`config.mk`:
```
export PLATFORM = sky130hd
export DESIGN_NAME = micro_sequencer
export DESIGN_NICKNAME = d
export VERILOG_FILES = /design/src/rtl/micro_sequencer.sv
export SDC_FILE = /design/constraint.sdc
export NUM_CORES = 1
export LEC_CHECK = 0
export CAP_MARGIN = 0
export CORE_MARGIN = 5
export CORE_UTILIZATION = 46
export CTS_CLUSTER_DIAMETER = 100
export DETAILED_ROUTE_END_ITERATION = 6
export MAX_ROUTING_LAYER = met4
export PLACE_DENSITY = 0.86
export SYNTH_ARGS = -nofsm -noshare
export SYNTH_HDL_FRONTEND = slang
export SYNTH_SLANG_ARGS = --single-unit
```
`constraint.sdc`:
```
create_clock -name clk -period 3 [get_ports clk]
set_input_delay 0.9 -clock clk [delete_from_list [all_inputs] [get_ports clk]]
set_output_delay 0.9 -clock clk [all_outputs]
set_load 0.005 [all_outputs]
```
`src/rtl/micro_sequencer.sv`:
```
// Microcode sequencer: holds the current opcode and microstep that address the microcode ROM.
// Handles halts, conditional micro-branches, interrupt entry and a stall watchdog.
module micro_sequencer #(
   parameter int UADDR_W   = 6,
   parameter int OPC_W     = 6,
   parameter int NUM_HALT  = 6,
   parameter int NUM_COND  = 4,
   parameter int FETCH_OPC = 0,
   parameter int IRQ_OPC   = 63,
   parameter int WDOG_W    = 16,
   parameter int SEL_W     = (NUM_COND > 1) ? $clog2(NUM_COND) : 1
) (
   input  logic                clk,
   input  logic                reset,
   input  logic [OPC_W-1:0]    instr_in,
   input  logic                ucode_end,
   input  logic                ucode_branch,
   input  logic [SEL_W-1:0]    branch_sel,
   input  logic [UADDR_W-1:0]  branch_target,
   input  logic [NUM_COND-1:0] cond,
   input  logic [NUM_HALT-1:0] halt_en,
   input  logic [NUM_HALT-1:0] halt_busy,
   input  logic                hard_halt,
   input  logic                irq,
   input  logic                irq_en,
   input  logic [WDOG_W-1:0]   wdog_limit,
   output logic [OPC_W-1:0]    opcode,
   output logic [UADDR_W-1:0]  uaddr,
   output logic                stalled,
   output logic                irq_ack,
   output logic                wdog_timeout,
   output logic                uaddr_overflow
);

   logic [OPC_W-1:0]   opcode_q, opcode_d;
   logic [UADDR_W-1:0] uaddr_q, uaddr_d;
   logic               irq_ack_q, irq_ack_d;
   logic               irq_pending_q, irq_pending_d;
   logic [WDOG_W-1:0]  wdog_cnt_q, wdog_cnt_d;
   logic               wdog_timeout_q, wdog_timeout_d;
   logic               overflow_q, overflow_d;

   logic               soft_wait_s;
   logic               stalled_s;
   logic               cond_hit_s;
   logic [WDOG_W-1:0]  wdog_inc_s;

   // Stall qualification and branch condition select; out-of-range selects read as false
   always_comb begin
      soft_wait_s = (|(halt_en & halt_busy)) & ~wdog_timeout_q;
      stalled_s   = hard_halt | soft_wait_s;
      wdog_inc_s  = wdog_cnt_q + WDOG_W'(1);
      cond_hit_s  = 1'b0;
      for (int i = 0; i < NUM_COND; i++) begin
         if (branch_sel == SEL_W'(i)) begin
            cond_hit_s = cond[i];
         end else begin
            cond_hit_s = cond_hit_s;
         end
      end
   end

   // Next-state for opcode/microstep sequencing, IRQ entry and watchdog
   always_comb begin
      opcode_d       = opcode_q;
      uaddr_d        = uaddr_q;
      irq_ack_d      = 1'b0;
      irq_pending_d  = irq_pending_q | irq;
      wdog_cnt_d     = wdog_cnt_q;
      wdog_timeout_d = wdog_timeout_q;
      overflow_d     = overflow_q;

      if (!stalled_s) begin
         if (ucode_end) begin
            uaddr_d        = '0;
            wdog_timeout_d = 1'b0;
            if (opcode_q != OPC_W'(FETCH_OPC)) begin
               opcode_d = OPC_W'(FETCH_OPC);
            end else if (irq_pending_q && irq_en && (opcode_q != OPC_W'(IRQ_OPC))) begin
               opcode_d      = OPC_W'(IRQ_OPC);
               irq_ack_d     = 1'b1;
               // A request arriving on the acknowledge edge stays pending
               irq_pending_d = irq;
            end else begin
               opcode_d = instr_in;
            end
         end else if (ucode_branch && cond_hit_s) begin
            uaddr_d = branch_target;
         end else begin
            uaddr_d = uaddr_q + UADDR_W'(1);
            if (uaddr_q == '1) begin
               overflow_d = 1'b1;
            end else begin
               overflow_d = overflow_q;
            end
         end
      end else begin
         opcode_d = opcode_q;
         uaddr_d  = uaddr_q;
      end

      // Only soft waits age the watchdog; a hard halt freezes the count
      if ((wdog_limit == '0) || !stalled_s) begin
         wdog_cnt_d = '0;
      end else if (soft_wait_s && !hard_halt) begin
         wdog_cnt_d = wdog_inc_s;
         if (wdog_inc_s == wdog_limit) begin
            wdog_timeout_d = 1'b1;
         end else begin
            wdog_timeout_d = wdog_timeout_q;
         end
      end else begin
         wdog_cnt_d = wdog_cnt_q;
      end
   end

   // State registers with asynchronous active-high reset
   always_ff @(posedge clk or posedge reset) begin
      if (reset) begin
         opcode_q       <= OPC_W'(FETCH_OPC);
         uaddr_q        <= '0;
         irq_ack_q      <= 1'b0;
         irq_pending_q  <= 1'b0;
         wdog_cnt_q     <= '0;
         wdog_timeout_q <= 1'b0;
         overflow_q     <= 1'b0;
      end else begin
         opcode_q       <= opcode_d;
         uaddr_q        <= uaddr_d;
         irq_ack_q      <= irq_ack_d;
         irq_pending_q  <= irq_pending_d;
         wdog_cnt_q     <= wdog_cnt_d;
         wdog_timeout_q <= wdog_timeout_d;
         overflow_q     <= overflow_d;
      end
   end

   assign opcode         = opcode_q;
   assign uaddr          = uaddr_q;
   assign stalled        = stalled_s;
   assign irq_ack        = irq_ack_q;
   assign wdog_timeout   = wdog_timeout_q;
   assign uaddr_overflow = overflow_q;

endmodule

```
Word-level counts from Yosys, hierarchy flattened --
Index checks and enable logic that the tools add are counted.
Word-level totals: output and inout bits 16, word-level logic and storage cells 61, bits in registers 32
Cells by class: reduce and logical (&&, ||, !) cells 14, equal/unequal tests 7, bitwise operators 8, muxes and demuxes 23, $add $sub $neg 2
Operators with widths (number):
- $mux W16 | 2
- $mux W6 | 4
- $mux W1 | 17
- $add A16 B1 Y16 const B | 1
- $eq A16 B16 Y1 | 1
- $logic_not A16 Y1 | 1
- $add A6 B1 Y6 const B | 1
- $and A6 B6 Y6 | 1
- $eq A6 B6 Y1 const B | 1
- $ne A6 B6 Y1 const B | 1
- $reduce_bool A6 Y1 | 1
- $reduce_or A6 Y1 | 1
- $eq A2 B2 Y1 const B | 2
- $logic_and A1 B1 Y1 | 4
- $not A1 Y1 | 4
- $reduce_and A4 Y1 | 1
- $ne A3 B2 Y1 const B | 1
- $eq A2 B1 Y1 const B | 1
- $logic_not A1 Y1 | 2
- $logic_not A2 Y1 | 1
- $or A1 B1 Y1 | 2
- $reduce_and A2 Y1 | 1
- $reduce_bool A2 Y1 | 1
- $and A1 B1 Y1 | 1
- $logic_or A1 B1 Y1 | 1

Depth between registers and ports, before layout --
word-level depth 8, mapped depth 7

Worst setup path before layout --
Ideal clock, no wire load.
kind input-to-reg, from input halt_en[4], to register wdog_timeout_q, in the netlist wdog_timeout, path slack 464 ps, cell stages on the path 5, library setup time 103 ps, buffers on the path 0, arrival 2432 ps, path through a22oi_1 a311oi_2 nand2_1 or4_1 o41ai_2
Between the ends: cells in the longest elaborated chain, start to end 7, elaborated cells on any way between the ends 11, classes of those cells 1 x eq/ne; 3 x mux; 3 x bitwise; 4 x reduce/logical
RTL lines:
- start: declaration | line 21 | input logic [NUM_HALT-1:0] halt_en,
- $and A6 B6 Y6 * | line 50 | soft_wait_s = (|(halt_en & halt_busy)) & ~wdog_timeout_q;
- $reduce_or A6 Y1 * | line 50
- $and A1 B1 Y1 * | line 50
- $or A1 B1 Y1 | line 51 | stalled_s = hard_halt | soft_wait_s;
- $mux W1 / $logic_not A1 Y1 (equally long branches) | line 73, 103
- $mux W1 / $logic_or A1 B1 Y1 (equally long branches) | line 105, 103
- $mux W1 / $ne A3 B2 Y1 (equally long branches)
- end signal: assignment | line 133 | wdog_timeout_q <= wdog_timeout_d;
- end: declaration | line 40 | logic wdog_timeout_q, wdog_timeout_d;
Mark *: on every way between the ends. The rest lies on a longest branch, timed or not. A chain may end at the register's enable or synchronous reset.

Final worst setup path --
from input halt_busy[2], to register uaddr_q[0], in the netlist uaddr[0]
Between the ends: cells in the longest elaborated chain, start to end 4
RTL lines:
- start: declaration | line 22 | input logic [NUM_HALT-1:0] halt_busy,
- $and A6 B6 Y6 | line 50
- $reduce_or A6 Y1 | line 50
- $and A1 B1 Y1 | line 50
- $or A1 B1 Y1 | line 51
- end signal: assignment | line 129 | uaddr_q <= uaddr_d;
- end: declaration | line 36 | logic [UADDR_W-1:0] uaddr_q, uaddr_d;
Every way passes these cells.

==> impl_metrics.env <==
export IMPL_period_share_pct=97.2
export IMPL_clock_sinks=32
export IMPL_synthCells=251
export IMPL_worst_slew_pin_slew_ps=522
export IMPL_worstPathArrival_ps=3080
export IMPL_grt_pass1_wl_mm=11.0
export IMPL_stdcell_area_sq_um=3190
export IMPL_period_needed_ps=2920
export IMPL_preCtsSetupSlack_ps=-280
export IMPL_mostFrequentLayoutCells="55 x clkdlybuf4s50_1, 32 x dfrtp_1, 27 x nor2_1"
export IMPL_clk_pin_slew_ps=70
export IMPL_cp_start_kind="input pin"
export IMPL_avgSynthCellArea_sq_um=8.46
export IMPL_syn2layout_area_growth_pct=50.1
export IMPL_grt_overflow_total=0
export IMPL_postRouteAntennaNets=0
export IMPL_path_class="in2reg"
export IMPL_yosys_register_bits=32
export IMPL_fin_nets=395
export IMPL_rsz0062_at_grt="no"
export IMPL_die_h_microns=78.0
export IMPL_post_drt_wl_per_cell_microns=17.8
export IMPL_maxSlewViolCount=0
export IMPL_synth_top_family_by_area="simple AND/OR/NAND/NOR gates"
export IMPL_chipWidth_microns=78.0
export IMPL_syn_area_sq_um=2120
export IMPL_fin_skew_ps=3.79
export IMPL_required_ps=3160
export IMPL_drtIter0Drc=149
export IMPL_fin_ws_ps=82.8
export IMPL_synthFlopType="dfrtp_1"
export IMPL_grtUsageTotal_pct=23.1
export IMPL_seq_area_frac_synth_pct=37.7
export IMPL_r2r_slack_ps=490
export IMPL_synth_xor_area_share_pct=9.48
export IMPL_start_util_pct=48.1
export IMPL_synth_edf_count=0
export IMPL_antenna_found_initial=0
export IMPL_vias=2351
export IMPL_cts_hold_fix_buffers=0
export IMPL_hold_path_class="reg2reg"
export IMPL_vias_per_cell=5.98
export IMPL_htreeDepth=2
export IMPL_tritoncts="yes"
export IMPL_yosysUniqueCellTypes=42
export IMPL_clk_latency_ps=280
export IMPL_setup_violations_final=0
export IMPL_port_buffers=68
export IMPL_endpoint_kind="register"
export IMPL_p_leak_nw=1.40
export IMPL_syn_nets=306
export IMPL_synth_compound_area_share_pct=21.5
export IMPL_synthSimpleGateAreaFrac_pct=25.0
export IMPL_slew_limit_headroom_pct=65.2
export IMPL_power_density_nw_per_um2=451
export IMPL_io_pins=69
export IMPL_fin_cells=393
export IMPL_yosys_warnings=0
export IMPL_drt_pass1_iter_count=4
export IMPL_async_reset_ff_share_pct=100
export IMPL_maxCapViolCount=0
export IMPL_antenna_cells=0
export IMPL_drcViolationCount=0
export IMPL_clockRootBuffer="clkbuf_8"
export IMPL_vdd_ir_drop_max_mv=0.301
export IMPL_path_max_fanout=3
export IMPL_coreArea_sq_um=4410
export IMPL_hold_viol_final=0
export IMPL_core_rowCount=24
export IMPL_dp_cells=377
export IMPL_die_area_sq_um=6080
export IMPL_synth_fa_ha_area_share_pct=1.18
export IMPL_grt_max_degree=33
export IMPL_final_setup_tns_ps=0
export IMPL_final_common_cell="clkdlybuf4s50_1"
export IMPL_hpwl_mm=4.77
export IMPL_place_gp_congestion=0.886
export IMPL_drive_gt1_share_pct=13.2
export IMPL_numCtsBuffers=5
export IMPL_drt_total_wl_mm=7.01
export IMPL_final_core_util_pct=72.2
export IMPL_fmax_ghz=0.343
export IMPL_clock_tree_buffer_depth=2
export IMPL_grt_pass1_vias=2424
export IMPL_dpl_cell_area_sq_um=2940
export IMPL_synth_mux_area_share_pct=2.47
export IMPL_status="finished clean"
## cell usage after synthesis (all sizes together), types with 4 or more instances
cell | count | share of area [%]
a21oi | 8 | 1.9
a31oi | 5 | 1.5
and3 | 7 | 2.1
clkbuf | 7 | 1.2
dfrtp | 32 | 38
inv | 7 | 1.2
nand2 | 26 | 4.6
nand3 | 12 | 3.1
nand4 | 6 | 2.1
nor2 | 28 | 4.9
nor4 | 7 | 2.1
o21ai | 30 | 7.1
o31ai | 14 | 4.9
o41ai | 4 | 2.0
xnor2 | 16 | 6.6
xor2 | 7 | 2.9
## cell type report
| type | instances | area [sq um] |
|---|---|---|
| Multi-Input combinational cell | 204 | 1300 |
| Fill cell | 325 | 1230 |
| Timing Repair Buffer | 90 | 872 |
| Sequential cell | 32 | 801 |
| Clock buffer | 7 | 96.3 |
| Tap cell | 52 | 65.1 |
| Clock inverter | 1 | 30.0 |
| Inverter | 7 | 26.3 |
## power by group
group | internal [mW] | switching [mW] | total (mW)
combinational | 0.234 | 0.187 | 0.421
sequential | 0.486 | 0.0753 | 0.561
clock | 0.293 | 0.162 | 0.455
total | 1.01 | 0.424 | 1.44
## metrics by stage
stage | hold WS [ps] | total power, mW
after floorplan | 468 | 0.732
after global placement | 462 | 0.945
after detailed placement | 485 | 0.963
after CTS | 505 | 1.44
after global routing | 534 | 1.52
final | 517 | 1.44
## flip-flops by register name, indices dropped and copies added, names as in the netlist
name,cells
irq_ack,1
irq_pending_q,1
opcode,6
uaddr,6
uaddr_overflow,1
wdog_cnt_q,16
wdog_timeout,1
## cell families (layout without fill, tap and decap cells)
group | after synthesis | in the layout
AND/OR/NAND/NOR | 104 | 104
AO/OA/AOI/OAI | 71 | 71
flip-flops | 32 | 32
XOR/XNOR | 23 | 23
buffers and inverters | 15 | 105
multiplexers | 4 | 4
adder cells (fa/ha/maj) | 2 | 2
## metal layers
metal | GRT usage [%] | wire (microns)
met2 | 38.6 | 3450
met5 | - | 0
met1 | 26.7 | 2890
met3 | 6.02 | 490
met4 | 8.28 | 174
## path summary, 6_finish.rpt
check / from / to / cells after the start
worst max register to register: wdog_cnt_q[0] / wdog_timeout / 7
worst max-delay path: halt_busy[2] / uaddr[0] / 16
min in group asynchronous: reset / opcode[1] / 3
worst min-delay path: uaddr_overflow / uaddr_overflow / 1
worst min register to register: uaddr_overflow / uaddr_overflow / 1
max in group asynchronous: reset / wdog_cnt_q[10] / 3
## worst max-delay path, stage by stage
cell	delay, ps
dlygate4sd2_1	260
a22oi_2	200
a31oi_2	140
nor2_2	190
inv_2	70
buf_4	140
buf_4	120
buf_4	120
buf_4	120
buf_4	130
buf_4	120
buf_4	120
buf_4	130
buf_4	150
o21ai_2	100
o31ai_1	70
## what timing repair did
action,in CTS,in global routing
pin swaps,4,7
gates resized for setup,9,17
setup endpoints to repair,1,4
setup buffers,8,0
No activity file was read; power rests on OpenSTA's default activity.
